**config.mk**
```make
export PLATFORM = sky130hd
export DESIGN_NAME = ex_div
export DESIGN_NICKNAME = d
export VERILOG_FILES = /design/src/rtl/ex_div.sv
export SDC_FILE = /design/constraint.sdc
export NUM_CORES = 1
export LEC_CHECK = 0
export ABC_AREA = 1
export BUFFER_PORTS_ARGS = -buffer_cell sky130_fd_sc_hd__buf_4
export CAP_MARGIN = 30
export CORE_MARGIN = 5
export CORE_UTILIZATION = 50
export CTS_BUF_LIST = sky130_fd_sc_hd__clkbuf_2
export DETAILED_ROUTE_END_ITERATION = 8
export GPL_TIMING_DRIVEN = 1
export PLACE_DENSITY = 0.74
export SLEW_MARGIN = 20
export SYNTH_ARGS = -nofsm -noshare
export SYNTH_HDL_FRONTEND = slang
export SYNTH_SLANG_ARGS = --single-unit
```
**constraint.sdc**
```tcl
create_clock -name clk -period 1.8 [get_ports clk]
set_input_delay 0.09 -clock clk [delete_from_list [all_inputs] [get_ports clk]]
set_output_delay 0.09 -clock clk [all_outputs]
set_load 0.02 [all_outputs]
```
**src/rtl/ex_div.sv**
```systemverilog
`timescale 1ns/1ps
`default_nettype none
// ============================================================================
// Module      : ex_div
// Description : Execute stage. Handles single-cycle logic, shift and HI/LO
//               moves, and runs DIV/DIVU on an iterative restoring divider
//               that needs DATA_W cycles. The pipeline is held through
//               stallreq_o while the divider runs.
// Revision    : 1.0 - initial release
// ============================================================================
module ex_div #(
    parameter int DATA_W   = 32,
    parameter int ALUOP_W  = 8,
    parameter int ALUSEL_W = 3,
    parameter int RADDR_W  = 5
) (
    input  logic                clk,
    input  logic                rst,
    input  logic [ALUOP_W-1:0]  aluop_i,
    input  logic [ALUSEL_W-1:0] alusel_i,
    input  logic [DATA_W-1:0]   reg1_i,
    input  logic [DATA_W-1:0]   reg2_i,
    input  logic [RADDR_W-1:0]  wd_i,
    input  logic                wreg_i,
    input  logic [DATA_W-1:0]   hi_i,
    input  logic [DATA_W-1:0]   lo_i,
    input  logic                flush_i,
    output logic [RADDR_W-1:0]  wd_o,
    output logic                wreg_o,
    output logic [DATA_W-1:0]   wdata_o,
    output logic                whilo_o,
    output logic [DATA_W-1:0]   hi_o,
    output logic [DATA_W-1:0]   lo_o,
    output logic                stallreq_o
);

    localparam logic [ALUOP_W-1:0] OP_AND  = ALUOP_W'(8'b0010_0100);
    localparam logic [ALUOP_W-1:0] OP_OR   = ALUOP_W'(8'b0010_0101);
    localparam logic [ALUOP_W-1:0] OP_XOR  = ALUOP_W'(8'b0010_0110);
    localparam logic [ALUOP_W-1:0] OP_NOR  = ALUOP_W'(8'b0010_0111);
    localparam logic [ALUOP_W-1:0] OP_SLL  = ALUOP_W'(8'b0111_1100);
    localparam logic [ALUOP_W-1:0] OP_SRL  = ALUOP_W'(8'b0000_0010);
    localparam logic [ALUOP_W-1:0] OP_SRA  = ALUOP_W'(8'b0000_0011);
    localparam logic [ALUOP_W-1:0] OP_MFHI = ALUOP_W'(8'b0001_0000);
    localparam logic [ALUOP_W-1:0] OP_MTHI = ALUOP_W'(8'b0001_0001);
    localparam logic [ALUOP_W-1:0] OP_MFLO = ALUOP_W'(8'b0001_0010);
    localparam logic [ALUOP_W-1:0] OP_MTLO = ALUOP_W'(8'b0001_0011);
    localparam logic [ALUOP_W-1:0] OP_DIV  = ALUOP_W'(8'b0001_1010);
    localparam logic [ALUOP_W-1:0] OP_DIVU = ALUOP_W'(8'b0001_1011);

    localparam logic [ALUSEL_W-1:0] SEL_LOGIC = ALUSEL_W'(3'b001);
    localparam logic [ALUSEL_W-1:0] SEL_SHIFT = ALUSEL_W'(3'b010);
    localparam logic [ALUSEL_W-1:0] SEL_MOVE  = ALUSEL_W'(3'b011);

    localparam int               SH_W     = $clog2(DATA_W);
    localparam int               CNT_W    = $clog2(DATA_W);
    localparam logic [CNT_W-1:0] CNT_LAST = CNT_W'(DATA_W - 1);

    typedef enum logic [1:0] {
        S_IDLE = 2'd0,
        S_RUN  = 2'd1,
        S_DONE = 2'd2
    } state_t;

    state_t              state_q, state_d;
    logic [CNT_W-1:0]    cnt_q, cnt_d;
    logic [DATA_W-1:0]   dend_q, dend_d;   // dividend magnitude, shifts into quotient
    logic [DATA_W-1:0]   dsor_q, dsor_d;   // divisor magnitude
    logic [DATA_W-1:0]   rem_q, rem_d;     // partial remainder
    logic                neg_quo_q, neg_quo_d;
    logic                neg_rem_q, neg_rem_d;

    logic [SH_W-1:0]     shamt;
    logic [DATA_W-1:0]   logic_res, shift_res, move_res, alu_res;
    logic                is_div, is_signed;
    logic [DATA_W:0]     rem_shift;
    logic [DATA_W-1:0]   rem_trial;
    logic                step_ge;
    logic                div_stall, div_done;

    assign shamt     = reg1_i[SH_W-1:0];
    assign is_div    = (aluop_i == OP_DIV) || (aluop_i == OP_DIVU);
    assign is_signed = (aluop_i == OP_DIV);

    // Single-cycle result classes and the alusel-driven result mux
    always_comb begin
        logic_res = '0;
        shift_res = '0;
        move_res  = '0;
        alu_res   = '0;
        case (aluop_i)
            OP_AND:  logic_res = reg1_i & reg2_i;
            OP_OR:   logic_res = reg1_i | reg2_i;
            OP_XOR:  logic_res = reg1_i ^ reg2_i;
            OP_NOR:  logic_res = ~(reg1_i | reg2_i);
            default: logic_res = '0;
        endcase
        case (aluop_i)
            OP_SLL:  shift_res = reg2_i << shamt;
            OP_SRL:  shift_res = reg2_i >> shamt;
            OP_SRA:  shift_res = $signed(reg2_i) >>> shamt;
            default: shift_res = '0;
        endcase
        case (aluop_i)
            OP_MFHI: move_res = hi_i;
            OP_MFLO: move_res = lo_i;
            default: move_res = '0;
        endcase
        case (alusel_i)
            SEL_LOGIC: alu_res = logic_res;
            SEL_SHIFT: alu_res = shift_res;
            SEL_MOVE:  alu_res = move_res;
            default:   alu_res = '0;
        endcase
    end

    // Divider next-state: latch magnitudes, run one restoring step per cycle
    always_comb begin
        state_d   = state_q;
        cnt_d     = cnt_q;
        dend_d    = dend_q;
        dsor_d    = dsor_q;
        rem_d     = rem_q;
        neg_quo_d = neg_quo_q;
        neg_rem_d = neg_rem_q;
        div_stall = 1'b0;
        div_done  = 1'b0;

        // The shifted remainder can be one bit wider than the divisor; the
        // difference is always below the divisor when the step succeeds.
        rem_shift = {rem_q, dend_q[DATA_W-1]};
        step_ge   = (rem_shift >= {1'b0, dsor_q});
        rem_trial = rem_shift[DATA_W-1:0] - dsor_q;

        case (state_q)
            S_IDLE: begin
                if (is_div) begin
                    div_stall = 1'b1;
                    if (reg2_i == '0) begin
                        dend_d    = '0;
                        rem_d     = '0;
                        neg_quo_d = 1'b0;
                        neg_rem_d = 1'b0;
                        state_d   = S_DONE;
                    end else begin
                        dend_d    = (is_signed && reg1_i[DATA_W-1]) ? -reg1_i : reg1_i;
                        dsor_d    = (is_signed && reg2_i[DATA_W-1]) ? -reg2_i : reg2_i;
                        rem_d     = '0;
                        cnt_d     = '0;
                        neg_quo_d = is_signed && (reg1_i[DATA_W-1] ^ reg2_i[DATA_W-1]);
                        neg_rem_d = is_signed && reg1_i[DATA_W-1];
                        state_d   = S_RUN;
                    end
                end
            end
            S_RUN: begin
                div_stall = 1'b1;
                rem_d     = step_ge ? rem_trial : rem_shift[DATA_W-1:0];
                dend_d    = {dend_q[DATA_W-2:0], step_ge};
                if (cnt_q == CNT_LAST) begin
                    state_d = S_DONE;
                end else begin
                    cnt_d = cnt_q + 1'b1;
                end
            end
            S_DONE: begin
                div_done = 1'b1;
                state_d  = S_IDLE;
            end
            default: state_d = S_IDLE;
        endcase

        // An annulled instruction must never stall or write HI/LO
        if (flush_i) begin
            state_d   = S_IDLE;
            div_stall = 1'b0;
            div_done  = 1'b0;
        end
    end

    // Divider state and datapath registers
    always_ff @(posedge clk or negedge rst) begin
        if (!rst) begin
            state_q   <= S_IDLE;
            cnt_q     <= '0;
            dend_q    <= '0;
            dsor_q    <= '0;
            rem_q     <= '0;
            neg_quo_q <= 1'b0;
            neg_rem_q <= 1'b0;
        end else begin
            state_q   <= state_d;
            cnt_q     <= cnt_d;
            dend_q    <= dend_d;
            dsor_q    <= dsor_d;
            rem_q     <= rem_d;
            neg_quo_q <= neg_quo_d;
            neg_rem_q <= neg_rem_d;
        end
    end

    // Output assembly: pass-through, HI/LO writes, flush and reset masking
    always_comb begin
        wd_o       = wd_i;
        wreg_o     = wreg_i && !flush_i;
        wdata_o    = alu_res;
        stallreq_o = div_stall;
        whilo_o    = 1'b0;
        hi_o       = '0;
        lo_o       = '0;
        if (div_done) begin
            whilo_o = 1'b1;
            lo_o    = neg_quo_q ? -dend_q : dend_q;
            hi_o    = neg_rem_q ? -rem_q : rem_q;
        end else if (!flush_i && (aluop_i == OP_MTHI)) begin
            whilo_o = 1'b1;
            hi_o    = reg1_i;
            lo_o    = lo_i;
        end else if (!flush_i && (aluop_i == OP_MTLO)) begin
            whilo_o = 1'b1;
            hi_o    = hi_i;
            lo_o    = reg1_i;
        end
        if (!rst) begin
            wd_o       = '0;
            wreg_o     = 1'b0;
            wdata_o    = '0;
            stallreq_o = 1'b0;
            whilo_o    = 1'b0;
            hi_o       = '0;
            lo_o       = '0;
        end
    end

endmodule
`default_nettype wire

```
==> tab_implementation.tex, run 1 <==
\begin{tabular}{lr}
\hline
Metric & Value \\
\hline
\multicolumn{2}{l}{\textbf{Run status}} \\
\quad Halt Reason & [ERROR GRT-0232] Routing congestion too high. Check the congestion heatmap in the GUI. \\
\quad Status & aborted with a tool error \\
\quad Stage at which the flow ended & 5\_1\_grt \\
\multicolumn{2}{l}{\textbf{Floorplan}} \\
\quad Die boundary width & 203 um \\
\quad Vertical die dimension & 203 um \\
\quad Initial core utilization & 50.8\% \\
\quad Number of top-level pins & 252 \\
\quad Row Count & 70 \\
\multicolumn{2}{l}{\textbf{Logic synthesis}} \\
\quad Post-synthesis sequential element count & 105 \\
\quad Post-synth design cell area & 18600 sq um \\
\quad Proportion of synthesized flip-flops having asynchronous set or reset & 100\% \\
\quad Most used flip-flop cell after synthesis & sky130\_fd\_sc\_hd\_\_dfrtp\_1 \\
\quad Number of distinct library cells after synthesis & 53 \\
\quad EDFF count, synth & 0 \\
\quad Gate count after technology mapping & 3391 \\
\quad Warning count from the yosys run & 0 \\
\quad Synthesized net count & 3643 \\
\quad Avg Synthesized Cell Area & 5.50 sq um \\
\quad Share of the yosys chip area belonging to registers & 14.1\% \\
\multicolumn{2}{l}{\textbf{GRT}} \\
\quad Maximum number of pins on one net before global-route repair & 55 \\
\quad Total routing usage reported by global routing & 88.4\% \\
\quad GR Overflow Total & 957 \\
\multicolumn{2}{l}{\textbf{Timing}} \\
\quad Type of pin the worst path ends at & primary output \\
\quad Last worst endpoint in the global-route repair\_timing & lo\_o[20] \\
\multicolumn{2}{l}{\textbf{Clock network}} \\
\quad Root Buffer Master & sky130\_fd\_sc\_hd\_\_clkbuf\_2 \\
\quad Number of buffers inserted during clock tree synthesis & 9 \\
\quad Clk sinks & 105 \\
\quad Maximum buffer depth of the clock tree & 2 \\
\quad Number of H-tree branching levels & 3 \\
\multicolumn{2}{l}{\textbf{Placement}} \\
\quad Post-detailed-placement half-perimeter wirelength & 86900 um \\
\quad Post-DP Area & 26900 sq um \\
\quad Count of buffers from port buffering & 251 \\
\quad Gpl congestion & 1.24 \\
\hline
\end{tabular}
synthesized netlist by cell type (all sizes together), types with 53 or more instances:
library cell,number,area share [%]
clkbuf,73,1.5
dfrtp,105,14
nand2,966,20
ha,103,6.9
a21oi,200,5.4
nor3,80,2.4
buf,94,2.8
nor2,355,7.7
nand4,53,1.9
nand3,541,15
o21ai,222,6.0
inv,361,7.3
timing repair:
item | CTS
endpoints found under the setup margin | 157
hold buffers | 74
resized for setup | 318
setup buffers | 60
cloned | 5
pin swaps | 86
hold endpoints to repair | 159
routing by layer:
layer  global-route usage [%]  GRT overflow
met4                     92.9           341
met2                      100           525
met5                     53.9             8
met3                     78.2            38
met1                     85.7            45
logic make-up after synthesis:
family	after synthesis	synth area share, %
AO/OA/AOI/OAI	561	16.9
XOR/XNOR	66	3.10
adder cells (fa/ha/maj)	104	7.02
buffers and inverters	534	11.6
flip-flops	105	14.1
AND/OR/NAND/NOR	2021	47.2
through the flow:
stage / worst slack, ps / std cells / setup TNS (ps) / hold WS [ps]
2_1_floorplan: -107 / 3391 / -2150 / -206
3_5_place_dp: -621 / 4670 / -57240 / -50.0
4_1_cts: -1060 / 4817 / -99590 / 0.771
3_3_place_gp: -584 / 4670 / -49500 / -50.7
==> inputs of run 2 (changes only) <==
--- a/config.mk
+++ b/config.mk
@@ -9,11 +9,10 @@
 export BUFFER_PORTS_ARGS = -buffer_cell sky130_fd_sc_hd__buf_4
 export CAP_MARGIN = 30
 export CORE_MARGIN = 5
-export CORE_UTILIZATION = 50
-export CTS_BUF_LIST = sky130_fd_sc_hd__clkbuf_2
+export CORE_UTILIZATION = 35
 export DETAILED_ROUTE_END_ITERATION = 8
 export GPL_TIMING_DRIVEN = 1
-export PLACE_DENSITY = 0.74
+export PLACE_DENSITY_LB_ADDON = 0.15
 export SLEW_MARGIN = 20
 export SYNTH_ARGS = -nofsm -noshare
 export SYNTH_HDL_FRONTEND = slang
==> constraint.sdc (replaced) <==
create_clock -name clk -period 2.3 [get_ports clk]
set_input_delay 0.115 -clock clk [delete_from_list [all_inputs] [get_ports clk]]
set_output_delay 0.115 -clock clk [all_outputs]
set_load 0.02 [all_outputs]
==> tab_implementation.tex, run 2 <==
\begin{tabular}{lr}
\hline
Metric & Value \\
\hline
\multicolumn{2}{l}{\textbf{Run status}} \\
\quad Status & finished, violations left \\
\quad Violated checks & negative setup slack \\
\multicolumn{2}{l}{\textbf{Logic synthesis}} \\
\quad Number of distinct library cells after synthesis & 53 (unchanged) \\
\quad Cell types with the largest area share after synthesis & sky130\_fd\_sc\_hd\_\_nand2\_1 (19\%), sky130\_fd\_sc\_hd\_\_nand3\_1 (14\%), sky130\_fd\_sc\_hd\_\_dfrtp\_1 (14\%), sky130\_fd\_sc\_hd\_\_inv\_1 (7.0\%), sky130\_fd\_sc\_hd\_\_ha\_1 (6.9\%) \\
\quad Most used flip-flop cell after synthesis & sky130\_fd\_sc\_hd\_\_dfrtp\_1 \\
\quad Post-synthesis sequential element count & 105 (unchanged) \\
\quad Top-count cell post-synth & sky130\_fd\_sc\_hd\_\_nand2\_1 \\
\quad Post-synth design cell area & 18600 sq um (unchanged) \\
\quad Post-synth top area cell & sky130\_fd\_sc\_hd\_\_nand2\_1 \\
\quad Warning count from the yosys run & 0 (unchanged) \\
\quad EDFF count, synth & 0 (unchanged) \\
\quad Share of the yosys chip area belonging to registers & 14.1\% (unchanged) \\
\quad Gate count after technology mapping & 3391 (unchanged) \\
\quad Synthesized net count & 3643 (unchanged) \\
\quad Proportion of synthesized flip-flops having asynchronous set or reset & 100\% (unchanged) \\
\quad Cell types with the highest counts after synthesis & sky130\_fd\_sc\_hd\_\_nand2\_1 (957), sky130\_fd\_sc\_hd\_\_nand3\_1 (536), sky130\_fd\_sc\_hd\_\_inv\_1 (348) \\
\quad Top-area cell type share of the netlist area & 19.3\% (unchanged) \\
\quad Avg Synthesized Cell Area & 5.50 sq um (unchanged) \\
\multicolumn{2}{l}{\textbf{GRT}} \\
\quad First-pass GRT wire length & 157000 um \\
\quad Maximum number of pins on one net before global-route repair & 66 \\
\quad Vias in the first global route & 24.8k \\
\quad Total routing usage reported by global routing & 36.1\% \\
\quad Number of antenna violations at the first check in global routing & 2 \\
\quad GR Overflow Total & 0 \\
\multicolumn{2}{l}{\textbf{Power}} \\
\quad Share of total power in sequential cells & 14.6\% \\
\quad Peak supply drop & 0.501 mV \\
\quad Overall power & 22.7 mW \\
\quad Clock share of power & 7.7\% \\
\quad Switching share of power & 52.9\% \\
\quad Reported net switching power & 12.0 mW \\
\quad Static power due to leakage & 13.1 nW \\
\quad Cell-internal power & 10.7 mW \\
\quad Pwr Density & 838 nW/um\^{}2 \\
\quad Fraction of power consumed by combinational cells & 77.7\% \\
\multicolumn{2}{l}{\textbf{Timing}} \\
\quad Min Clock Period, post-route & 2540 ps \\
\quad Hold Vio Cnt, Final & 0 \\
\quad Least-Margin Pin Slew & 720 ps \\
\quad Setup slack after layout & -239 ps \\
\quad Max transition margin & 51.9\% \\
\quad Unrepaired setup endpoints after global routing & yes \\
\quad Highest attainable clock frequency & 394 MHz \\
\quad Crit share post-route & 110\% \\
\quad Final setup fails & 54 \\
\quad Final-report max-slew violation count & 0 \\
\quad Worst hold-check slack & 63.4 ps \\
\quad Maximum clock skew at final layout & 19.9 ps \\
\multicolumn{2}{l}{\textbf{Layout}} \\
\quad \# nets final & 4205 \\
\quad Fillers & 5600 \\
\quad Most frequent standard cell in the layout excluding fill and tap cells & sky130\_fd\_sc\_hd\_\_nand2\_1 \\
\quad Non-filler cells in the finished layout & 4647 \\
\quad Layout Cell Area excl Fill & 27100 sq um \\
\quad Area overhead of the layout relative to synthesis & 45.1\% \\
\quad Layout cells sized above 1 & 28.8\% \\
\quad Commonest cells after routing, fill and taps aside & sky130\_fd\_sc\_hd\_\_nand2\_1 (890), sky130\_fd\_sc\_hd\_\_buf\_4 (606), sky130\_fd\_sc\_hd\_\_nand3\_1 (468) \\
\quad Registers with the most flip-flops & dend\_q x32, dsor\_q x32, rem\_q x32 \\
\multicolumn{2}{l}{\textbf{Placement}} \\
\quad Gpl congestion & 1.07 (-14\%) \\
\quad Post-DP Area & 23900 sq um (-11\%) \\
\quad Dpl cells & 4548 (-2.6\%) \\
\quad Setup slack after placement & -171 ps (+450 ps) \\
\quad Count of buffers from port buffering & 251 (unchanged) \\
\quad Post-detailed-placement half-perimeter wirelength & 90400 um (+4.0\%) \\
\multicolumn{2}{l}{\textbf{Detailed routing}} \\
\quad Vias & 26.9k \\
\quad Count of unresolved DRC violations after routing & 0 \\
\quad Antenna-violating nets left & 0 \\
\quad Initial DRC Count & 3307 \\
\quad Wire length per cell & 24.2 um \\
\quad Pre-Repair DR Iteration Count & 6 \\
\quad Final routed wirelength across all metal layers & 112000 um \\
\quad Routed vias/inst & 5.78 \\
\multicolumn{2}{l}{\textbf{Worst setup path}} \\
\quad Data arrival time at the worst-slack endpoint & 2420 ps \\
\quad Launch instance of the worst register-to-register path & rem\_q[2] \\
\quad Startpoint types & flip-flop \\
\quad Critical-path maximum fanout & 5 \\
\quad Type of element capturing the critical path & output pin \\
\quad Classification of the worst setup path & reg2out \\
\quad Crit path launch & dend\_q[0] \\
\quad Required time of the critical path & 2180 ps \\
\multicolumn{2}{l}{\textbf{Hold path}} \\
\quad Path class of the lowest-slack min-delay path & in2reg \\
\quad Worst hold start & flush\_i \\
\multicolumn{2}{l}{\textbf{Clock network}} \\
\quad Clock input transition at the sequential cells of the worst setup and hold paths & 90 ps \\
\quad Number of buffers inserted during clock tree synthesis & 9 (unchanged) \\
\quad Clk sinks & 105 (unchanged) \\
\quad TritonCTS clock tree & built \\
\quad Root Buffer Master & sky130\_fd\_sc\_hd\_\_clkbuf\_16 \\
\quad Clock latency on the worst-skew pair & 400 ps \\
\quad Number of H-tree branching levels & 3 (unchanged) \\
\quad Maximum buffer depth of the clock tree & 2 (unchanged) \\
\multicolumn{2}{l}{\textbf{Run}} \\
\quad Max-capacitance violation count & 0 \\
\multicolumn{2}{l}{\textbf{Floorplan}} \\
\quad Area enclosed by the die boundary & 58000 sq um \\
\quad Initial core utilization & 35.4\% (-15 points) \\
\quad Number of top-level pins & 252 (unchanged) \\
\quad Row Count & 84 (+20\%) \\
\quad Vertical die dimension & 241 um (+19\%) \\
\quad Placeable core area & 52700 sq um \\
\quad Die boundary width & 241 um (+19\%) \\
\hline
\end{tabular}
## run 2: power groups by stage
stage / logic [mW] / registers (mW) / clock network [mW]
6_report: 17.6 / 3.30 / 1.74
3_5_place_dp: 13.4 / 3.19 / 0
2_1_floorplan: 7.49 / 3.06 / 0
5_1_grt: 18.9 / 3.35 / 1.83
3_3_place_gp: 13.5 / 3.18 / 0
4_1_cts: 14.6 / 3.17 / 1.78
## run 2: timing repair
item	CTS	global route
resized for setup	199	358
hold buffers	1	0
buffers inserted	25	46
endpoints found under the hold margin	40	0
pin swaps	43	117
cloned	2	10
endpoints found under the setup margin	86	111
## run 2: logic make-up (layout without fill, tap and decap cells)
| kind of cell | after synthesis | in the layout | share of synthesized area, % |
|---|---|---|---|
| DFF | 105 | 105 | 14.1 |
| buffers and inverters | 534 | 1100 | 11.6 |
| xor gates and xnor gates | 66 | 66 | 3.10 |
| other | 0 | 1 | 0 |
| AOI/OAI and AO/OA | 561 | 561 | 16.9 |
| and+or+nand+nor | 2021 | 2022 | 47.2 |
| adders and majority gates | 104 | 104 | 7.02 |
## run 2: worst paths after layout
| check | to | slack (ps) | depth (start not counted) |
|---|---|---|---|
| max | lo_o[14] | -240 | 13 |
| min | state_q[1] | 60 | 2 |
| max reg2reg | rem_q[20] | -20 | 17 |
| min reg2reg | dsor_q[14] | 490 | 2 |
| max in group asynchronous | dsor_q[6] | 1280 | 4 |
| min in group asynchronous | dend_q[17] | 230 | 2 |
## run 2: metal layers
metal	GRT usage, %	wire (um)
met3	6.96	11300
met2	57.5	49400
met5	0	13
met1	46.8	44100
met4	18.0	7430
## run 2: worst max-delay path, stage by stage (launching register included)
cell	delay (ps)
sky130_fd_sc_hd__dfrtp_2	470
sky130_fd_sc_hd__inv_4	100
sky130_fd_sc_hd__ha_4	150
sky130_fd_sc_hd__nand3_4	90
sky130_fd_sc_hd__inv_4	70
sky130_fd_sc_hd__nand3_4	80
sky130_fd_sc_hd__nor2_4	170
sky130_fd_sc_hd__nand3_4	180
sky130_fd_sc_hd__buf_6	170
sky130_fd_sc_hd__o21ai_2	120
sky130_fd_sc_hd__o21ai_1	70
sky130_fd_sc_hd__a21oi_1	140
sky130_fd_sc_hd__nor2_1	60
sky130_fd_sc_hd__buf_4	150
## run 2: layout make-up
cell class / count / area (sq um) / area share (%)
diodes: 1 / 2.50 / 0.00925
clock buffers: 10 / 239 / 0.883
clock inverters: 6 / 71.3 / 0.264
inverters: 367 / 1410 / 5.21
multi-input cells: 2753 / 15600 / 57.7
flip-flops and latches: 105 / 2630 / 9.73
well taps: 688 / 861 / 3.18
repair buffers: 717 / 6220 / 23.0
## run 2: through the flow
step	utilization, %	TNS [ps]
4_1_cts	47.7	-4870
6_report	51.4	-5150
3_5_place_dp	45.3	-3850
3_3_place_gp	45.3	-2080
2_1_floorplan	-	0
5_1_grt	51.4	-11440
No activity file was read; power rests on OpenSTA's default activity.
